`config.mk`:
```
export PLATFORM = sky130hd
export DESIGN_NAME = kong_move_ctrl
export DESIGN_NICKNAME = d
export VERILOG_FILES = /design/src/rtl/kong_move_ctrl.sv
export SDC_FILE = /design/constraint.sdc
export NUM_CORES = 1
export LEC_CHECK = 0
export BUFFER_PORTS_ARGS = -buffer_cell sky130_fd_sc_hd__buf_2
export CAP_MARGIN = 20
export CORE_UTILIZATION = 30
export DETAILED_ROUTE_END_ITERATION = 10
export HOLD_SLACK_MARGIN = 0.12
export SLEW_MARGIN = 25
export SYNTH_ARGS = -nofsm -noshare
export SYNTH_HDL_FRONTEND = slang
export SYNTH_SLANG_ARGS = --single-unit
```
`constraint.sdc`:
```
create_clock -name clk -period 4.25 [get_ports clk]
set_input_delay 0 -clock clk [delete_from_list [all_inputs] [get_ports clk]]
set_output_delay 0 -clock clk [all_outputs]
set_load 0.1 [all_outputs]
```
`src/rtl/kong_move_ctrl.sv`:
```
// kong_move_ctrl: per-frame Kong sprite motion FSM (walk, jump, climb, screen clamp).
// Optional KONG_AIR_CONTROL_EN: left/right steering while airborne.
package kong_pkg;
    typedef logic signed [10:0] location;
    typedef enum logic [2:0] {
        KONG_IS_STANDING, KONG_IS_JUMPING, KONG_IS_JUMPING_IN_PLATFORM,
        KONG_IS_CLIMBING, KONG_IS_JUMPING_FROM_ROPE
    } kong_state;
    typedef enum logic [2:0] {
        KONG_STAND, KONG_WALK_LEFT, KONG_WALK_RIGHT, KONG_JUMP_LEFT, KONG_JUMP_RIGHT,
        CLIMB_LEFT, CLIMB_RIGHT
    } kong_icon;
    typedef enum logic {KONG_LOOK_LEFT, KONG_LOOK_RIGHT} kong_direction;
    localparam int E_LEFT = 0, E_TOP = 1, E_RIGHT = 2, E_BOTTOM = 3;
    localparam int SCREEN_WIDTH = 640, SCREEN_HIGHT = 480, KONG_WIDTH = 64, KONG_HIGHT = 32;
endpackage

module kong_move_ctrl
    import kong_pkg::*;
#(
    parameter int INIT_X      = 64,
    parameter int INIT_Y      = 416,
    parameter int WALK_SPEED  = 2,
    parameter int CLIMB_SPEED = 1,
    parameter int JUMP_VY     = -8,
    parameter int GRAVITY     = 1,
    parameter int MAX_FALL    = 8,
    parameter int ANIM_FRAMES = 8
) (
    input  logic          clk,
    input  logic          resetN,
    input  logic          startOfFrame,
    input  logic          key_left,
    input  logic          key_right,
    input  logic          key_up,
    input  logic          key_down,
    input  logic          key_jump,
    input  logic [3:0]    platform_edge,
    input  logic          on_rope,
    output location       topLeftX,
    output location       topLeftY,
    output kong_state     state,
    output kong_icon      icon,
    output kong_direction direction
);
    localparam location X_MAX = 11'(SCREEN_WIDTH - KONG_WIDTH);
    localparam location Y_MAX = 11'(SCREEN_HIGHT - KONG_HIGHT);
    localparam location D_CLIMB = 11'(CLIMB_SPEED);
    localparam logic signed [3:0] V_WALK = 4'(WALK_SPEED);
    localparam logic signed [5:0] V_JUMP = 6'(JUMP_VY);
    localparam logic signed [5:0] V_ROPE = V_JUMP >>> 1;
    localparam logic signed [5:0] V_GRAV = 6'(GRAVITY);
    localparam logic signed [5:0] V_MAX = 6'(MAX_FALL);
    localparam logic [7:0] ANIM_LAST = 8'(ANIM_FRAMES - 1);
`ifdef KONG_AIR_CONTROL_EN
    localparam logic signed [3:0] V_AIR = 4'(WALK_SPEED / 2);
`endif

    logic [3:0] edge_lat, edge_now;
    logic rope_lat, rope_now;
    logic signed [3:0] vx, vx_n, v_key;
    logic signed [5:0] vy, vy_n, vy_g;
    logic [7:0] anim, anim_n;
    location x_n, y_n;
    kong_state state_n;
    kong_icon icon_n;
    kong_direction dir_n, dir_key;
    logic hor, air, walking, toggle;

    assign edge_now = edge_lat | platform_edge;
    assign rope_now = rope_lat | on_rope;
    assign hor = key_left ^ key_right;
    assign dir_key = key_right ? KONG_LOOK_RIGHT : KONG_LOOK_LEFT;
    assign v_key = hor ? (key_right ? V_WALK : -V_WALK) : '0;
    assign air = state != KONG_IS_STANDING && state != KONG_IS_CLIMBING;

    always_ff @(posedge clk or negedge resetN)
        if (!resetN) begin
            topLeftX  <= 11'(INIT_X);
            topLeftY  <= 11'(INIT_Y);
            state     <= KONG_IS_STANDING;
            icon      <= KONG_STAND;
            direction <= KONG_LOOK_RIGHT;
            vx        <= '0;
            vy        <= '0;
            anim      <= '0;
            edge_lat  <= '0;
            rope_lat  <= 1'b0;
        end else begin
            topLeftX  <= x_n;
            topLeftY  <= y_n;
            state     <= state_n;
            icon      <= icon_n;
            direction <= dir_n;
            vx        <= vx_n;
            vy        <= vy_n;
            anim      <= anim_n;
            edge_lat  <= startOfFrame ? '0 : edge_now;
            rope_lat  <= startOfFrame ? 1'b0 : rope_now;
        end

    always_comb begin
        state_n = state;
        x_n = topLeftX;
        y_n = topLeftY;
        vx_n = vx;
        vy_n = vy;
        vy_g = '0;
        anim_n = anim;
        dir_n = direction;
        icon_n = icon;
        walking = 1'b0;
        toggle = 1'b0;
        if (startOfFrame) begin
            if (hor && !air) dir_n = dir_key;
`ifdef KONG_AIR_CONTROL_EN
            if (air) begin
                vx_n = hor ? (key_right ? V_AIR : -V_AIR) : '0;
                if (hor) dir_n = dir_key;
            end
`endif
            case (state)
                KONG_IS_STANDING:
                    if (key_jump) begin
                        state_n = KONG_IS_JUMPING;
                        vy_n = V_JUMP;
                        vx_n = v_key;
                    end else if (key_up && rope_now) begin
                        state_n = KONG_IS_CLIMBING;
                        anim_n = '0;
                        y_n = topLeftY - D_CLIMB;
                    end else begin
                        walking = hor && !(key_right ? edge_now[E_RIGHT] : edge_now[E_LEFT]);
                        if (walking) x_n = topLeftX + 11'(v_key);
                        if (!edge_now[E_BOTTOM]) begin
                            state_n = KONG_IS_JUMPING;
                            vy_n = '0;
                            vx_n = '0;
                        end
                    end
                KONG_IS_JUMPING:
                    if (!vy[5] && vy != '0 && edge_now[E_BOTTOM]) begin
                        state_n = KONG_IS_STANDING;
                        vy_n = '0;
                        vx_n = '0;
                    end else if (vy[5] && edge_now[E_TOP]) state_n = KONG_IS_JUMPING_IN_PLATFORM;
                KONG_IS_JUMPING_IN_PLATFORM:
                    if (edge_now == '0) state_n = KONG_IS_JUMPING;
                KONG_IS_JUMPING_FROM_ROPE:
                    if (!vy[5] && vy != '0 && edge_now[E_BOTTOM]) begin
                        state_n = KONG_IS_STANDING;
                        vy_n = '0;
                        vx_n = '0;
                    end else if (!vy[5] && key_up && rope_now) begin
                        state_n = KONG_IS_CLIMBING;
                        vy_n = '0;
                        vx_n = '0;
                        anim_n = '0;
                    end
                KONG_IS_CLIMBING:
                    if (!rope_now) begin
                        state_n = KONG_IS_JUMPING_FROM_ROPE;
                        vy_n = '0;
                        vx_n = '0;
                    end else if (key_jump && hor) begin
                        state_n = KONG_IS_JUMPING_FROM_ROPE;
                        vy_n = V_ROPE;
                        vx_n = v_key;
                    end else if (key_down && edge_now[E_BOTTOM]) state_n = KONG_IS_STANDING;
                    else if (key_up || key_down) begin
                        y_n = key_up ? topLeftY - D_CLIMB : topLeftY + D_CLIMB;
                        toggle = anim == ANIM_LAST;
                        anim_n = toggle ? '0 : anim + 8'd1;
                    end
                default: ;
            endcase
            // Entering or staying airborne applies physics in the same frame.
            if (state_n != KONG_IS_STANDING && state_n != KONG_IS_CLIMBING) begin
                y_n = y_n + 11'(vy_n);
                vy_g = vy_n + V_GRAV;
                vy_n = vy_g > V_MAX ? V_MAX : vy_g;
                x_n = x_n + 11'(vx_n);
            end
            x_n = x_n[10] ? '0 : x_n > X_MAX ? X_MAX : x_n;
            if (y_n > Y_MAX) begin
                y_n = Y_MAX;
                state_n = KONG_IS_STANDING;
                vy_n = '0;
                vx_n = '0;
            end else if (y_n[10]) begin
                y_n = '0;
                vy_n = '0;
            end
            icon_n = state_n == KONG_IS_STANDING
                       ? (walking ? (dir_n == KONG_LOOK_RIGHT ? KONG_WALK_RIGHT : KONG_WALK_LEFT) : KONG_STAND)
                   : state_n == KONG_IS_CLIMBING
                       ? (state != KONG_IS_CLIMBING ? (dir_n == KONG_LOOK_RIGHT ? CLIMB_RIGHT : CLIMB_LEFT)
                          : toggle ? (icon == CLIMB_RIGHT ? CLIMB_LEFT : CLIMB_RIGHT) : icon)
                   : (dir_n == KONG_LOOK_RIGHT ? KONG_JUMP_RIGHT : KONG_JUMP_LEFT);
        end
    end
endmodule

```
==> results.md, run 1 <==
- Final critical-path share of the clock period: 98.3%
- Fmax: 239 MHz
- DRT iter0 DRCs: 296
- Clk sinks: 50
- Status: completed
- Count of cell types in the netlist: 83
- Commonest cells post-synth: nor2_1 (58), a21oi_1 (52), nand2_1 (48), dfrtp_1 (45), inv_1 (43)
- Type of the most critical hold path: primary input to flip-flop
- Vias: 5,412
- Global-route wire length before repair: 25.9 mm
- Leading area contributor after synthesis: dfrtp_1
- Met1 wire length: 7.86 mm
- Post-synth EDFFs: 0
- Post-Route WL: 16.1 mm
- Input/output buffers: 39
- Final hold slack: 0.216 ns
- DRC: 0
- Clk slew on worst S/H paths: 0.08 ns
- Detail Placement HPWL: 11.7 mm
- Area delta synth->final: 33.0%
- CP startpoint kind: flip-flop
- Initial antenna violation count: 0
- Vias in the first global route: 5,161
- Final slew viol count: 0
- Synth Cell Area: 5230 µm²
- Setup Crit Path Kind: flip-flop to flip-flop
- RSZ-0062 raised after global routing: yes
- Async set-reset flop share out of synthesis: 100%
- Layout cells sized above 1: 33.1%
- Area share of the largest cell type after synthesis: 21.6%
- Placeable Area: 16,800 µm²
- Met3 WL post-DR: 604 µm
- Global router's overall resource usage: 17.9%
- H-tree Lvls: 2
- Post-route ant nets: 0
- Rel. slew slack: 48.8%
- Via/cell ratio: 5.46
- Die Y: 134 µm
- Max-Cap Viols: 0
- Primary FF master, synth: dfrtp_1
- Reg-to-reg startpoint: state[0]$_DFFE_PN0P_
- R2R Setup Slk: 0.07 ns
- Fin nets: 821
- CP endpoint kind: flip-flop
- Routed wire per std cell: 16.3 µm
- Cts bufs inserted: 5
- Met2 routed WL: 7.46 mm
- Least-Margin Pin Slew: 0.764 ns
- Maximum number of pins on one net before global-route repair: 51
- Final setup vio count: 0
- CTS root buf: clkbuf_16
- Overflow after GRT: 0
- GP Congestion: 0.891
- Clk buf depth: 2
- Critical Path AT: 4.41 ns
- Worst EP required: 4.48 ns
- Worst clock skew: 0.00751 ns
- Critical path origin: state[0]$_DFFE_PN0P_
- I/O pins: 42
- RR Endpoint: icon[1]$_DFFE_PN0P_
- Syn Inst Count: 657
- Most frequent cell after synthesis: nor2_1
- Sequential area share after synthesis: 24.1%
- Initial Util: 31.1%
- Reg2Reg Depth: 16
- Antenna cells: 0
- Uppermost routed layer: met4
- Area contributors post-synth: dfrtp_1 (22%), ha_1 (8.4%), a21oi_1 (5.0%)
- Avg Cell Area, Syn: 7.95 µm²
- Yosys reg bits: 50
- Filler cells: 1,729
- Worst Path Max Fanout: 5
- Rows: 47
- Die Width: 134 µm
- Hold endpoint: edge_lat[3]$_DFF_PN0_
- Worst hold path stage count: 3
- Final hold violations: 0
- Warnings from Yosys: 0
- CTS tree: done
- Hold Path Origin: startOfFrame
- Clk_lat worst skew: 0.31 ns
- DIE AREA: 17,900 µm²
- Drt first pass iters: 5
- Min Tclk post-route: 4.18 ns
==> cell families (layout without fill, tap and decap cells) <==
kind of cell,Yosys count,after routing,synth area share (%)
compound gates,215,215,28.7
mux,15,15,3.02
other cells,1,2,0.0718
fa+ha+maj,38,38,9.53
simple gates,233,233,23.3
buf+inv,76,189,6.27
xor+xnor,29,29,5.00
flops,50,50,24.1
==> state kept, by name, summed over array words and instances (netlist names) <==
name,flops
rope_lat,1
state,3
anim,8
topLeftX,10
vy,6
direction,1
icon,3
topLeftY,10
vx,4
edge_lat,4
==> per-stage QoR <==
stage                     area [µm²]  setup WS (ns)  TNS [ns]  cells  utilization [%]
after floorplan                 5330         0.0126         0    658                -
after global placement          6220        -0.0853    -0.550    962             37.0
after detailed placement        6220         -0.130     -1.04    962             37.0
after CTS                       6530        0.00287         0    980             38.8
after global routing            6950         -0.120    -0.787    991             41.3
final                           6950         0.0715         0    991             41.3
==> routing by layer <==
layer,vias to the layer above,GRT usage [%]
met4,0,5.37
met2,147,29.0
met3,15,1.97
li1,2671,-
met1,2579,24.9
met5,-,0
==> area by class of cell <==
class / count / area [µm²] / share of cell area [%]
Timing Repair Buffer: 138 / 983 / 14.2
Inverter: 43 / 166 / 2.40
Tap cell: 220 / 275 / 3.96
Clock inverter: 3 / 28.8 / 0.414
Multi-Input combinational cell: 532 / 4100 / 59.0
Sequential cell: 50 / 1270 / 18.3
Clock buffer: 5 / 125 / 1.80
==> cell usage in the layout, fill, tap and decap left out, drive strengths merged, types with 9 or more instances in the layout <==
master	instances
xor2	9
o31ai	11
nand2	49
buf	133
nor2b	11
dfrtp	45
nand2b	11
xnor2	20
mux2i	9
a31oi	10
nor2	59
o21ai	39
ha	35
and3	9
nand3	23
inv	45
o211ai	10
o2bb2ai	20
a21oi	54
nor3	14
==> how the worst max path moves through the flow <==
stage                                    to  cells after the start
global placement    topLeftX[2]$_DFFE_PN0P_                     14
finish                  icon[1]$_DFFE_PN0P_                     16
CTS                 topLeftX[8]$_DFFE_PN0P_                     14
detailed placement  topLeftX[2]$_DFFE_PN0P_                     14
floorplan                 vy[1]$_DFFE_PN0P_                     21
global route            icon[1]$_DFFE_PN0P_                     18
==> timing repair <==
item | 4_1_cts | 5_1_grt
setup buffers | 5 | 11
endpoints found under the hold margin | 49 | 0
resized for setup | 14 | 72
setup endpoints to repair | 19 | 32
pin swaps | 5 | 29
hold buffers | 5 | 0
==> worst max-delay path, cell delays in order, from the launching register on <==
cell and delay, ns:
dfrtp_4 0.49, or4_4 0.61, nor2_4 0.16, o22ai_1 0.09
a211o_1 0.36, ha_4 0.26, and2_1 0.18, a31oi_1 0.21
nand3_1 0.13, a31o_2 0.27, a21oi_2 0.14, xor2_1 0.11
a32oi_2 0.32, buf_4 0.18, a21oi_2 0.04, or3_4 0.40
a22oi_2 0.15
Power of run 1 is left out: the tool's default activity adds up to more than one toggle a clock period on the data nets, which glitch-free logic cannot reach.
==> inputs of run 2 (changes only) <==
- PLACE_DENSITY_LB_ADDON: unset -> 0.3
- SKIP_CTS_REPAIR_TIMING: unset -> 1
==> results.md, run 2 (synthesized netlist as in run 1, its figures left out) <==
- Least-Margin Pin Slew: 0.794 ns (+0.0294 ns)
- Worst Path Max Fanout: 8 (+3)
- Top flop regs: topLeftX x10, topLeftY x10, anim x8
- CP endpoint kind: flip-flop
- Placeable Area: 16,800 µm² (unchanged)
- Fmax: 241 MHz (+0.68%)
- CTS root buf: clkbuf_16
- Global-route wire length before repair: 26.2 mm (+1.1%)
- Fin nets: 823 (+0.24%)
- Maximum number of pins on one net before global-route repair: 51 (unchanged)
- Rows: 47 (unchanged)
- Worst clock skew: 0.00654 ns (-0.000975 ns)
- Die Width: 134 µm (unchanged)
- CP startpoint kind: flip-flop
- Input/output buffers: 39 (unchanged)
- Critical Path AT: 4.39 ns (-0.02 ns)
- CP Buf/Inv Count: 2 (+1)
- Worst EP required: 4.49 ns (about the same)
- Min Tclk post-route: 4.15 ns (-0.0280 ns)
- Die Y: 134 µm (unchanged)
- Final slew viol count: 0 (unchanged)
- Antenna cells: 0 (unchanged)
- Post-Route WL: 16.3 mm (+1.0%)
- Type of the most critical hold path: primary input to flip-flop
- Drt first pass iters: 5 (unchanged)
- GP Congestion: 0.897 (+0.71%)
- I/O pins: 42 (unchanged)
- Worst path top cell family by delay: compound AO/OA/AOI/OAI gates
- Initial Util: 31.1% (unchanged)
- Layout cells sized above 1: 34.3% (+1.2 points)
- Crit path max-delay cell type: or4_4
- Final hold violations: 0 (unchanged)
- DRC: 0 (unchanged)
- Final Core Density: 42.1% (+0.82 points)
- Global router's overall resource usage: 18.2% (+0.29 points)
- Final setup vio count: 0 (unchanged)
- Most common cell after layout, fill and taps aside: buf_4
- Via/cell ratio: 5.41 (-0.87%)
- CTS tree: done
- DIE AREA: 17,900 µm² (unchanged)
- Slowest cell delay on critical path: 0.60 ns (about the same)
- Clk_lat worst skew: 0.31 ns (about the same)
- Commonest cells after routing, fill and taps aside: buf_4 (91), nor2_1 (55), nand2_1 (45)
- Setup Crit Path Kind: flip-flop to flip-flop
- DRT iter0 DRCs: 310 (+4.7%)
- Rel. slew slack: 46.9% (-2.0 points)
- Multi-input logic area: 4200 µm² (+2.6%)
- Area delta synth->final: 35.6%
- Routed wire per std cell: 16.4 µm (+0.80%)
- Vias in the first global route: 5,177 (+0.31%)
- Clk buf depth: 2 (unchanged)
- Initial antenna violation count: 0 (unchanged)
- Top cell by count, worst path: o21ai_2
- Clk sinks: 50 (unchanged)
- Post-route ant nets: 0 (unchanged)
- Filler cells: 1,723 (-0.35%)
- Status: completed
- Final hold slack: 0.236 ns (+0.0203 ns)
- Overflow after GRT: 0 (unchanged)
- Clk slew on worst S/H paths: 0.08 ns (about the same)
- Cts bufs inserted: 5 (unchanged)
- H-tree Lvls: 2 (unchanged)
- RSZ-0062 raised after global routing: yes
- Detail Placement HPWL: 12.2 mm (+3.7%)
- Final critical-path share of the clock period: 97.7% (-0.66 points)
- Max-Cap Viols: 0 (unchanged)
- Storage element area: 1270 µm² (about the same)
- Crit-path cells: or4_4, a2111oi_4, buf_4, buf_6, mux2_4, ha_4, nor2b_2, o21ai_2, a21boi_4, o21ai_2, a211o_1, and3_1, o21ai_2, mux2i_2, nand2b_4, o2bb2ai_2
- Vias: 5,376 (-0.67%)
run 2: final timing paths:
check                                startpoint  cells past startpoint  slack, ns                 endpoint
max                        state[1]$_DFFE_PN0P_                     16        0.1  topLeftX[5]$_DFFE_PN0P_
min                            platform_edge[3]                      4       0.24    edge_lat[3]$_DFF_PN0_
max reg2reg                state[1]$_DFFE_PN0P_                     16        0.1  topLeftX[5]$_DFFE_PN0P_
min reg2reg                 anim[7]$_DFFE_PN0P_                      1       0.49      anim[7]$_DFFE_PN0P_
max in group asynchronous                resetN                      3       3.39     state[1]$_DFFE_PN0P_
min in group asynchronous                resetN                      3       0.34      anim[4]$_DFFE_PN0P_
run 2: area by class of cell:
cell class	instances	area share, %
timing repair buffer	139	14.1
multi-input combinational	533	59.3
sequential	50	18.0
tap	220	3.88
clock buffer	5	1.77
inverter	43	2.28
clock inverter	3	0.671
run 2: tightest hold or removal path: cells and delay by family:
family	cells	cell delay, ns
buffers and inverters	2	0.31
AND/OR/NAND/NOR	2	0.18
run 2: per-stage QoR:
| stage | setup WS, ns | TNS [ns] | instances | area [µm²] |
|---|---|---|---|---|
| after floorplan | 0.0126 | 0 | 658 | 5330 |
| after global routing | -0.0580 | -0.472 | 993 | 7090 |
| after detailed placement | -0.148 | -1.59 | 966 | 6270 |
| final | 0.0995 | 0 | 993 | 7090 |
| after global placement | -0.114 | -0.831 | 966 | 6270 |
| after CTS | -0.192 | -2.11 | 974 | 6440 |
run 2: metal layers:
layer,wire [µm],global-route usage [%],vias up
li1,-,-,2659
met1,7770,25.3,2557
met2,7570,29.0,142
met3,725,3.10,18
met4,235,4.80,0
met5,0,0,-
Power of run 2 is left out for the same reason.
